<file path="src/rtl/pool_window_gen_pkg.sv">
// Shared defaults and helpers for the pool_window_gen slice.
// Optional feature macro: POOL_WINDOW_POS_EN (window position outputs).
package pool_window_gen_pkg;

    localparam int IF_BW_DEF        = 32;
    localparam int CH_DEF           = 1;
    localparam int POOL_K_DEF       = 2;
    localparam int STRIDE_DEF       = 2;
    localparam int POOL_IN_SIZE_DEF = 8;

    // Bit offset of window element (wy, wx, c) in the flattened window bus.
    function automatic int win_idx(input int wy, input int wx, input int c,
                                   input int k, input int ch, input int bw);
        return ((wy * k + wx) * ch + c) * bw;
    endfunction

    // Last stride-aligned window anchor (bottom-right) along one axis.
    function automatic int last_pos(input int size, input int k, input int stride);
        return (k - 1) + ((size - k) / stride) * stride;
    endfunction

    // Counter width that stays at least one bit for degenerate ranges.
    function automatic int cnt_w(input int n);
        return (n > 1) ? $clog2(n) : 1;
    endfunction

endpackage

</file>
<file path="src/rtl/pool_window_gen_if.sv">
// Pixel-in / window-out handshake bundle for pool_window_gen.
// Optional feature macro: POOL_WINDOW_POS_EN adds o_win_x / o_win_y.
interface pool_window_gen_if #(
    parameter int IF_BW = 32,
    parameter int CH    = 1,
    parameter int K     = 2
`ifdef POOL_WINDOW_POS_EN
    ,
    parameter int IMG_W = 8,
    parameter int IMG_H = 8
`endif
);
    localparam int PW = CH * IF_BW;
    localparam int WW = K * K * PW;

    logic          i_in_valid;
    logic          i_in_ready;
    logic          i_in_sof;
    logic [PW-1:0] i_in_pixel;
    logic          o_window_valid;
    logic          i_out_ready;
    logic [WW-1:0] o_window;
    logic          o_window_last;
`ifdef POOL_WINDOW_POS_EN
    logic [$clog2(IMG_W)-1:0] o_win_x;
    logic [$clog2(IMG_H)-1:0] o_win_y;
`endif

    // Window generator side.
    modport slave (
        input  i_in_valid, i_in_sof, i_in_pixel, i_out_ready,
        output i_in_ready, o_window_valid, o_window, o_window_last
`ifdef POOL_WINDOW_POS_EN
        , output o_win_x, o_win_y
`endif
    );

    // Pixel source / window sink side.
    modport master (
        output i_in_valid, i_in_sof, i_in_pixel, i_out_ready,
        input  i_in_ready, o_window_valid, o_window, o_window_last
`ifdef POOL_WINDOW_POS_EN
        , input o_win_x, o_win_y
`endif
    );

endinterface

</file>
<file path="src/rtl/pool_line_mem.sv">
// One line of pixel storage: single write port and asynchronous read port
// sharing the column address, so a column can be read and replaced in the
// same accept cycle. Contents are deliberately not reset.
module pool_line_mem #(
    parameter int DEPTH = 8,
    parameter int WIDTH = 32,
    parameter int AW    = 3
) (
    input  logic             clk,
    input  logic             wr_en,
    input  logic [AW-1:0]    addr,
    input  logic [WIDTH-1:0] wr_data,
    output logic [WIDTH-1:0] rd_data
);

    logic [WIDTH-1:0] line_q [DEPTH];

    assign rd_data = line_q[addr];

    // Replace the stored column value on write.
    always_ff @(posedge clk) begin
        if (wr_en) begin
            line_q[addr] <= wr_data;
        end
    end

endmodule

</file>
<file path="src/rtl/pool_window_gen.sv">
// K x K sliding-window generator over a raster multi-channel pixel stream.
// K-1 line memories plus a column shift register form the window; one
// registered output slot with ready/valid, sof resync and last-window flag.
// Optional feature macro: POOL_WINDOW_POS_EN (top-left window coordinate).
module pool_window_gen
    import pool_window_gen_pkg::*;
#(
    parameter int IF_BW  = IF_BW_DEF,
    parameter int CH     = CH_DEF,
    parameter int IMG_W  = POOL_IN_SIZE_DEF,
    parameter int IMG_H  = POOL_IN_SIZE_DEF,
    parameter int K      = POOL_K_DEF,
    parameter int STRIDE = STRIDE_DEF
) (
    input logic              clk,
    input logic              reset,
    pool_window_gen_if.slave bus
);

    localparam int PW = CH * IF_BW;
    localparam int WW = K * K * PW;
    localparam int XW = $clog2(IMG_W);
    localparam int YW = $clog2(IMG_H);
    localparam int SW = cnt_w(STRIDE);

    localparam logic [XW-1:0] X_MAX   = XW'(IMG_W - 1);
    localparam logic [YW-1:0] Y_MAX   = YW'(IMG_H - 1);
    localparam logic [XW-1:0] X_FIRST = XW'(K - 1);
    localparam logic [YW-1:0] Y_FIRST = YW'(K - 1);
    localparam logic [XW-1:0] X_LAST  = XW'(last_pos(IMG_W, K, STRIDE));
    localparam logic [YW-1:0] Y_LAST  = YW'(last_pos(IMG_H, K, STRIDE));
    localparam logic [SW-1:0] S_MAX   = SW'(STRIDE - 1);

    logic [XW-1:0] x_q, x_d, x_cur;
    logic [YW-1:0] y_q, y_d, y_cur;
    logic [SW-1:0] sx_q, sx_d, sx_cur;
    logic [SW-1:0] sy_q, sy_d, sy_cur;

    logic in_ready, accept, win_hit, load;

    logic [K-2:0][PW-1:0]         rd_data;
    logic [K-1:0][PW-1:0]         col;
    logic [K-2:0][K-1:0][PW-1:0]  sh_q, sh_d;

    logic [WW-1:0] window_q, window_d;
    logic          window_valid_q, window_valid_d;
    logic          window_last_q, window_last_d;

    assign in_ready = !window_valid_q || bus.i_out_ready;
    assign accept   = bus.i_in_valid && in_ready;

    // Position of the pixel on the bus; sof forces it to the frame origin.
    always_comb begin
        x_cur  = x_q;
        y_cur  = y_q;
        sx_cur = sx_q;
        sy_cur = sy_q;
        if (bus.i_in_sof) begin
            x_cur  = '0;
            y_cur  = '0;
            sx_cur = '0;
            sy_cur = '0;
        end
    end

    // Raster counters and stride phases advance only on accept; a phase
    // sits at 0 until its axis reaches K-1, then cycles through STRIDE.
    always_comb begin
        x_d  = x_q;
        y_d  = y_q;
        sx_d = sx_q;
        sy_d = sy_q;
        if (accept) begin
            y_d  = y_cur;
            sy_d = sy_cur;
            if (x_cur == X_MAX) begin
                x_d  = '0;
                sx_d = '0;
                if (y_cur == Y_MAX) begin
                    y_d  = '0;
                    sy_d = '0;
                end else begin
                    y_d  = y_cur + YW'(1);
                    sy_d = (y_cur < Y_FIRST || sy_cur == S_MAX) ? '0 : sy_cur + SW'(1);
                end
            end else begin
                x_d  = x_cur + XW'(1);
                sx_d = (x_cur < X_FIRST || sx_cur == S_MAX) ? '0 : sx_cur + SW'(1);
            end
        end
    end

    assign win_hit = (x_cur >= X_FIRST) && (y_cur >= Y_FIRST) &&
                     (sx_cur == '0) && (sy_cur == '0);
    assign load    = accept && win_hit;

    // Column x, oldest row at index 0, newest (incoming pixel) on top.
    assign col = {bus.i_in_pixel, rd_data};

    for (genvar r = 0; r < K - 1; r++) begin : g_line
        pool_line_mem #(
            .DEPTH (IMG_W),
            .WIDTH (PW),
            .AW    (XW)
        ) u_line (
            .clk     (clk),
            .wr_en   (accept),
            .addr    (x_cur),
            .wr_data (col[r+1]),
            .rd_data (rd_data[r])
        );
    end

    // Keep the K-1 previously accepted columns for the left of the window.
    always_comb begin
        sh_d = sh_q;
        if (accept) begin
            for (int i = 0; i < K - 2; i++) begin
                sh_d[i] = sh_q[i+1];
            end
            sh_d[K-2] = col;
        end
    end

    // Output slot: load on a window hit, clear on handshake, else hold.
    always_comb begin
        window_d       = window_q;
        window_valid_d = window_valid_q;
        window_last_d  = window_last_q;
        if (load) begin
            window_valid_d = 1'b1;
            window_last_d  = (x_cur == X_LAST) && (y_cur == Y_LAST);
            for (int wy = 0; wy < K; wy++) begin
                for (int wx = 0; wx < K - 1; wx++) begin
                    window_d[win_idx(wy, wx, 0, K, CH, IF_BW) +: PW] = sh_q[wx][wy];
                end
                window_d[win_idx(wy, K - 1, 0, K, CH, IF_BW) +: PW] = col[wy];
            end
        end else if (bus.i_out_ready) begin
            window_valid_d = 1'b0;
        end
    end

    // State and output registers with synchronous reset.
    always_ff @(posedge clk) begin
        if (reset) begin
            x_q            <= '0;
            y_q            <= '0;
            sx_q           <= '0;
            sy_q           <= '0;
            sh_q           <= '0;
            window_q       <= '0;
            window_valid_q <= 1'b0;
            window_last_q  <= 1'b0;
        end else begin
            x_q            <= x_d;
            y_q            <= y_d;
            sx_q           <= sx_d;
            sy_q           <= sy_d;
            sh_q           <= sh_d;
            window_q       <= window_d;
            window_valid_q <= window_valid_d;
            window_last_q  <= window_last_d;
        end
    end

    assign bus.i_in_ready     = in_ready;
    assign bus.o_window       = window_q;
    assign bus.o_window_valid = window_valid_q;
    assign bus.o_window_last  = window_last_q;

`ifdef POOL_WINDOW_POS_EN
    logic [XW-1:0] win_x_q, win_x_d;
    logic [YW-1:0] win_y_q, win_y_d;

    // Top-left coordinate captured alongside the window.
    always_comb begin
        win_x_d = win_x_q;
        win_y_d = win_y_q;
        if (load) begin
            win_x_d = x_cur - X_FIRST;
            win_y_d = y_cur - Y_FIRST;
        end
    end

    // Position registers, reset to the origin.
    always_ff @(posedge clk) begin
        if (reset) begin
            win_x_q <= '0;
            win_y_q <= '0;
        end else begin
            win_x_q <= win_x_d;
            win_y_q <= win_y_d;
        end
    end

    assign bus.o_win_x = win_x_q;
    assign bus.o_win_y = win_y_q;
`endif

endmodule

</file>
<file path="src/flat_wrapper.sv">
// flat-port wrapper written by rule: the top's interface ports become plain ports
module pool_window_gen_flat import pool_window_gen_pkg::*;
#(
    parameter int IF_BW  = IF_BW_DEF,
    parameter int CH     = CH_DEF,
    parameter int IMG_W  = POOL_IN_SIZE_DEF,
    parameter int IMG_H  = POOL_IN_SIZE_DEF,
    parameter int K      = POOL_K_DEF,
    parameter int STRIDE = STRIDE_DEF
)
  (clk, reset, bus_i_in_valid, bus_i_in_sof, bus_i_in_pixel, bus_i_out_ready, bus_i_in_ready, bus_o_window_valid, bus_o_window, bus_o_window_last);
  pool_window_gen_if #(.IF_BW(IF_BW), .CH(CH), .K(K)) bus_i ();
  input logic clk;
  input logic reset;
  input wire logic [$bits(bus_i.i_in_valid)-1:0] bus_i_in_valid;
  input wire logic [$bits(bus_i.i_in_sof)-1:0] bus_i_in_sof;
  input wire logic [$bits(bus_i.i_in_pixel)-1:0] bus_i_in_pixel;
  input wire logic [$bits(bus_i.i_out_ready)-1:0] bus_i_out_ready;
  output wire logic [$bits(bus_i.i_in_ready)-1:0] bus_i_in_ready;
  output wire logic [$bits(bus_i.o_window_valid)-1:0] bus_o_window_valid;
  output wire logic [$bits(bus_i.o_window)-1:0] bus_o_window;
  output wire logic [$bits(bus_i.o_window_last)-1:0] bus_o_window_last;
  assign bus_i.i_in_valid = bus_i_in_valid;
  assign bus_i.i_in_sof = bus_i_in_sof;
  assign bus_i.i_in_pixel = bus_i_in_pixel;
  assign bus_i.i_out_ready = bus_i_out_ready;
  assign bus_i_in_ready = bus_i.i_in_ready;
  assign bus_o_window_valid = bus_i.o_window_valid;
  assign bus_o_window = bus_i.o_window;
  assign bus_o_window_last = bus_i.o_window_last;
  pool_window_gen #(.IF_BW(IF_BW), .CH(CH), .IMG_W(IMG_W), .IMG_H(IMG_H), .K(K), .STRIDE(STRIDE)) u_core (.clk(clk), .reset(reset), .bus(bus_i));
endmodule
</file>
<file path="config.mk">
export PLATFORM = sky130hd
export DESIGN_NAME = pool_window_gen_flat
export DESIGN_NICKNAME = d
export VERILOG_FILES = /design/src/rtl/pool_window_gen_pkg.sv /design/src/rtl/pool_window_gen_if.sv /design/src/rtl/pool_line_mem.sv /design/src/rtl/pool_window_gen.sv /design/src/flat_wrapper.sv
export SDC_FILE = /design/constraint.sdc
export NUM_CORES = 1
export LEC_CHECK = 0
export ABC_CLOCK_PERIOD_IN_PS = 10700
export CAP_MARGIN = 20
export CORE_ASPECT_RATIO = 0.7
export CORE_UTILIZATION = 55
export DETAILED_ROUTE_END_ITERATION = 6
export MAX_ROUTING_LAYER = met4
export PLACE_DENSITY = 0.77
export SLEW_MARGIN = 20
export SYNTH_ARGS = -nofsm -noshare
export SYNTH_HDL_FRONTEND = slang
export SYNTH_SLANG_ARGS = --single-unit
</file>
<file path="constraint.sdc">
create_clock -name clk -period 10.7 [get_ports clk]
set_clock_uncertainty 0.05 [all_clocks]
set_input_delay 1.07 -clock clk [delete_from_list [all_inputs] [get_ports clk]]
set_output_delay 1.07 -clock clk [all_outputs]
set_load 0.01 [all_outputs]
</file>
Word level (Yosys, flattened, before mapping) --
Memories as Yosys holds them, arrays and structs flattened. Cells that the tools add are included.
Operators by class: eq/ne operators 2, muxes and demuxes 16, reduce and logical (&&, ||, !) cells 11, order comparisons 4, $add $sub $neg 4, bitwise operators 2
Operators by type and width (number):
- 3-bit 2-to-1 mux | 5
- 1-bit 2-to-1 mux | 11
- 3-bit by 1-bit adder with 3-bit output, second input constant | 2
- 3-bit equality test, second input constant | 2
- 3-bit by 1-bit >= comparator with 1-bit output, second input constant | 2
- 1-bit logical AND | 6
- 3-bit by 1-bit < comparator with 1-bit output, second input constant | 2
- 1-bit logical OR | 3
- 1-bit adder, second input constant | 2
- 1-bit NOT | 2
- 2-bit nonzero test | 1
- 1-bit logical NOT | 1
Word-level totals: memory bits (writable) 256, flip-flop bits (word level) 202, memories kept 1, input bits 37, output and inout bits 131
Memory list:
- u_core.g_line[0].u_line.line_q | words 8, width 32, read ports 1, clocked after memory_dff 0, wr ports 1, line pool_line_mem.sv:16 | logic [WIDTH-1:0] line_q [DEPTH];

Logic depth before layout (Yosys ltp) --
word-level depth 7, depth in mapped cells 10

By module --
Synthesis repeated with hierarchy kept, for this count alone.
Unflattened totals: cell total of the unflattened synthesis 1315, area, all modules 18216.2 um2
By module, submodules not included:
- pool_line_mem | area each 9859.5 um2, cells an instance 421, sequential area each 7687.4 um2, times used 1
- pool_window_gen | area each 8356.8 um2, cells an instance 894, sequential area each 4043.9 um2, times used 1

Worst setup path after synthesis --
No wires, ideal clock.
path type input-to-reg, from in bus_i_in_sof, to mem u_core.g_line[0].u_line.line_q[4][0], enable pin, path slack 5.404 ns, setup time 0.502 ns, stages on the path 4, arrival 4.745 ns, path buffers 2, cells stage by stage buf_2 -> clkbuf_1 -> nand2b_1 -> nor4_1
On the way: word-level cells in the longest chain between the ends 1
RTL lines:
- start: declaration | line flat_wrapper.sv:16 | input wire logic [$bits(bus_i.i_in_sof)-1:0] bus_i_in_sof;
- 3-bit 2-to-1 mux | line pool_window_gen.sv:58 | if (bus.i_in_sof) begin
- end: declaration | line pool_line_mem.sv:16
No other way between the ends.

Worst setup path after layout --
from in bus_i_in_sof, to reg u_core.window_q[34] (netlist: u_core.bus.o_window[34])
On the way: word-level cells in the longest chain between the ends 6, elaborated cells between the ends (all ways) 13
RTL lines:
- 3-bit 2-to-1 mux | line pool_window_gen.sv:58
- 3-bit by 1-bit >= comparator with 1-bit output | line pool_window_gen.sv:93 | assign win_hit = (x_cur >= X_FIRST) && (y_cur >= Y_FIRST) &&
- 1-bit logical AND (2 in series) | line pool_window_gen.sv:93
- 1-bit logical AND | line pool_window_gen.sv:94 | (sx_cur == '0) && (sy_cur == '0);
- 1-bit logical AND | line pool_window_gen.sv:95 | assign load = accept && win_hit;
- end signal: assignment | line pool_window_gen.sv:161 | window_q <= window_d;
- end: declaration | line pool_window_gen.sv:45 | logic [WW-1:0] window_q, window_d;
Several ways; a longest one is shown, not always the timed one. A chain may end at the register's enable or synchronous reset.

==> impl_metrics.env <==
export IMPL_status="finished clean"
export IMPL_dieArea_mm2=0.0331
export IMPL_wl_um=47000
export IMPL_cts_buffers=41
export IMPL_multi_input_area_mm2=0.00552
export IMPL_nFillCells=2299
export IMPL_cts_htree_levels=2
export IMPL_dpl_cell_area_mm2=0.0197
export IMPL_hp_start="u_core.sh_q[42]$_SDFFE_PP0P_"
export IMPL_yosys_register_bits=458
export IMPL_tns_ns=0
export IMPL_power_density_mw_per_mm2=172
export IMPL_row_count=54
export IMPL_wl_met3_um=3910
export IMPL_rsz0062_at_grt="false"
export IMPL_setup_violations=0
export IMPL_slew_viol_final=0
export IMPL_drt_iter0_drc=1589
export IMPL_power_mw=3.61
export IMPL_post_route_period_util_pct=45.9
export IMPL_grt_pass1_vias=12400
export IMPL_postCtsHoldBufs=0
export IMPL_drv_cap=0
export IMPL_dp_hpwl_um=26900
export IMPL_criticalPathCategory="in2reg"
export IMPL_synth_edf_count=256
export IMPL_cts_setup_buffers=0
export IMPL_synthesis_instances=1466
export IMPL_numClockSinks=458
export IMPL_irDropWorstVdd_uv=105
export IMPL_final_cell_mix="edfxtp_1, dfxtp_1, clkdlybuf4s50_1"
export IMPL_top_layer_used="met4"
export IMPL_wl_per_cell_um=23.5
export IMPL_cts_resized=0
export IMPL_wl_met1_um=19700
export IMPL_final_common_cell="edfxtp_1"
export IMPL_arrival_ns=5.28
export IMPL_postSynth_asyncResetShare_pct=0
export IMPL_drive_gt1_share_pct=7.14
export IMPL_min_period_ns=4.91
export IMPL_crit_required_ns=11.07
export IMPL_synthFlopType="edfxtp_1"
export IMPL_die_w_um=217
export IMPL_gr_total_overflow=0
export IMPL_root_buffer="clkbuf_16"
export IMPL_r2r_start="u_core.x_q[0]$_SDFFE_PP0P_"
export IMPL_antenna_found_initial=0
export IMPL_portBuffers=167
export IMPL_avgViaCountPerCell=6.47
export IMPL_clkTransAtPathRegs_ns=0.06
export IMPL_syn_avg_cell_area_um2=12.2
export IMPL_grt_pass1_wl_um=71900
export IMPL_ys_types=43
export IMPL_ios=168
export IMPL_synthesis_nets=1507
export IMPL_place_ws_ns=5.32
export IMPL_first_pass_iters=5
export IMPL_startpoint="bus_i_in_sof"
export IMPL_leakagePower_nw=6.74
export IMPL_cts_tree="built"
export IMPL_gp_congestion=0.808
export IMPL_drc=0
export IMPL_postLayoutSetupSlackWorst_ns=5.79
export IMPL_cp_end_kind="register"
export IMPL_start_util_pct=56.6
export IMPL_max_slew_margin_pct=26.5
export IMPL_cts_path_max_buffers=3
export IMPL_grt_max_degree=109
export IMPL_syn_area_mm2=0.0178
export IMPL_core_area_mm2=0.0315
export IMPL_worst_slew_pin_slew_ns=1.10
export IMPL_clock_fmax_ghz=0.204
export IMPL_yosysSeqAreaShare_pct=65.8
export IMPL_hold_path_class="reg2reg"
export IMPL_syn_to_final_growth_pct=18.0
export IMPL_die_h_um=153
export IMPL_hold_violations=0
export IMPL_met2_length_um=21600
export IMPL_final_seq_area_mm2=0.0117
export IMPL_design_area_mm2=0.0210
export IMPL_clock_latency_ns=0.54
export IMPL_final_antenna_net_count=0
export IMPL_via_count=13000
export IMPL_synth_warnings=0
export IMPL_utilization_pct=66.8
export IMPL_nets=1591
export IMPL_path_max_fanout=99
export IMPL_track_usage_pct=28.8
export IMPL_startpoint_type="primary input"
export IMPL_antenna_cells=0
## layer usage
metal | global-route usage (%) | vias up
li1 | - | 5837
met1 | 40.2 | 6388
met2 | 42.6 | 629
met3 | 4.25 | 102
met4 | 11.4 | 0
met5 | - | -
## power breakdown
part | switching, mW | leakage, nW | internal (mW)
combinational | 0.170 | 2.11 | 0.0672
clock | 0.633 | 0.666 | 0.827
sequential | 0.0226 | 3.97 | 1.89
## cells in the mapped netlist, types with 2 or more instances
cell       count  area, um2
inv_1          5       18.8
edfxtp_1     256       7690
nand4_1       96        601
mux2i_1       96        961
nor2_1        44        165
a311oi_1       2       17.5
a21oi_1      135        676
nand2b_1       3       18.8
nor3_1         6       30.0
a211oi_1      96        721
clkbuf_1      92        345
nor4_1         2       12.5
or3b_1         2       17.5
buf_1         15       56.3
o2bb2ai_1     12        105
nand3_1        4       20.0
dfxtp_1      202       4040
nand2_1      115        432
o21ai_0       30        150
a31oi_1       32        200
buf_2         41        205
or3_1          2       12.5
nor2b_1        3       18.8
ha_1           4       50.1
buf_4          4       30.0
o21ai_1        2       10.0
o22ai_1       32        200
clkbuf_2       2       10.0
a22o_1        20        175
o31ai_1       98        736
## metrics by stage
step,std cells,hold WS [ns]
finish,2002,0.406
floorplan,1466,0.377
detailed placement,1925,0.401
global route,2002,0.430
global placement,1925,0.386
CTS,2000,0.410
## logic make-up after synthesis
| group | share of synthesized area, % |
|---|---|
| flip-flops | 65.8 |
| AND/OR/NAND/NOR | 7.76 |
| AO/OA/AOI/OAI | 17.0 |
| adder cells (fa/ha/maj) | 0.281 |
| multiplexers | 5.39 |
| buffers and inverters | 3.75 |
## state kept, by name, indices dropped and copies added (netlist names)
name / cells
u_core.bus.o_window_valid: 1
u_core.y_q: 3
u_core.sh_q: 64
u_core.x_q: 3
u_core.sx_q: 1
u_core.g_line.u_line.line_q: 256
u_core.bus.o_window_last: 1
u_core.bus.o_window: 128
u_core.sy_q: 1
## critical path, cell delays in order
cell and delay (ns):
buf_2 0.09, buf_4 0.58, nand2b_1 0.35, clkinv_1 0.86, ha_1 0.56, o21ba_4 0.22
buf_4 0.77, nor3_4 0.07, buf_4 0.30, a211oi_1 0.29
## layout make-up
| class | instances | share of cell area [%] |
|---|---|---|
| flip-flops and latches | 458 | 55.8 |
| multi-input cells | 848 | 26.2 |
| repair buffers | 195 | 9.08 |
| clock buffers | 56 | 5.64 |
| well taps | 420 | 2.50 |
| clock inverters | 19 | 0.696 |
| inverters | 6 | 0.107 |
## path summary, 6_finish.rpt
kind	endpoint	slack, ns	depth (start not counted)
setup / recovery	u_core.bus.o_window[34]$_SDFFE_PP0P_	5.79	10
hold / removal	u_core.sh_q[42]$_SDFFE_PP0P_	0.41	2
setup reg to reg	u_core.bus.o_window[34]$_SDFFE_PP0P_	6.07	6
hold reg to reg	u_core.sh_q[42]$_SDFFE_PP0P_	0.41	2
No activity file was read; power rests on OpenSTA's default activity.
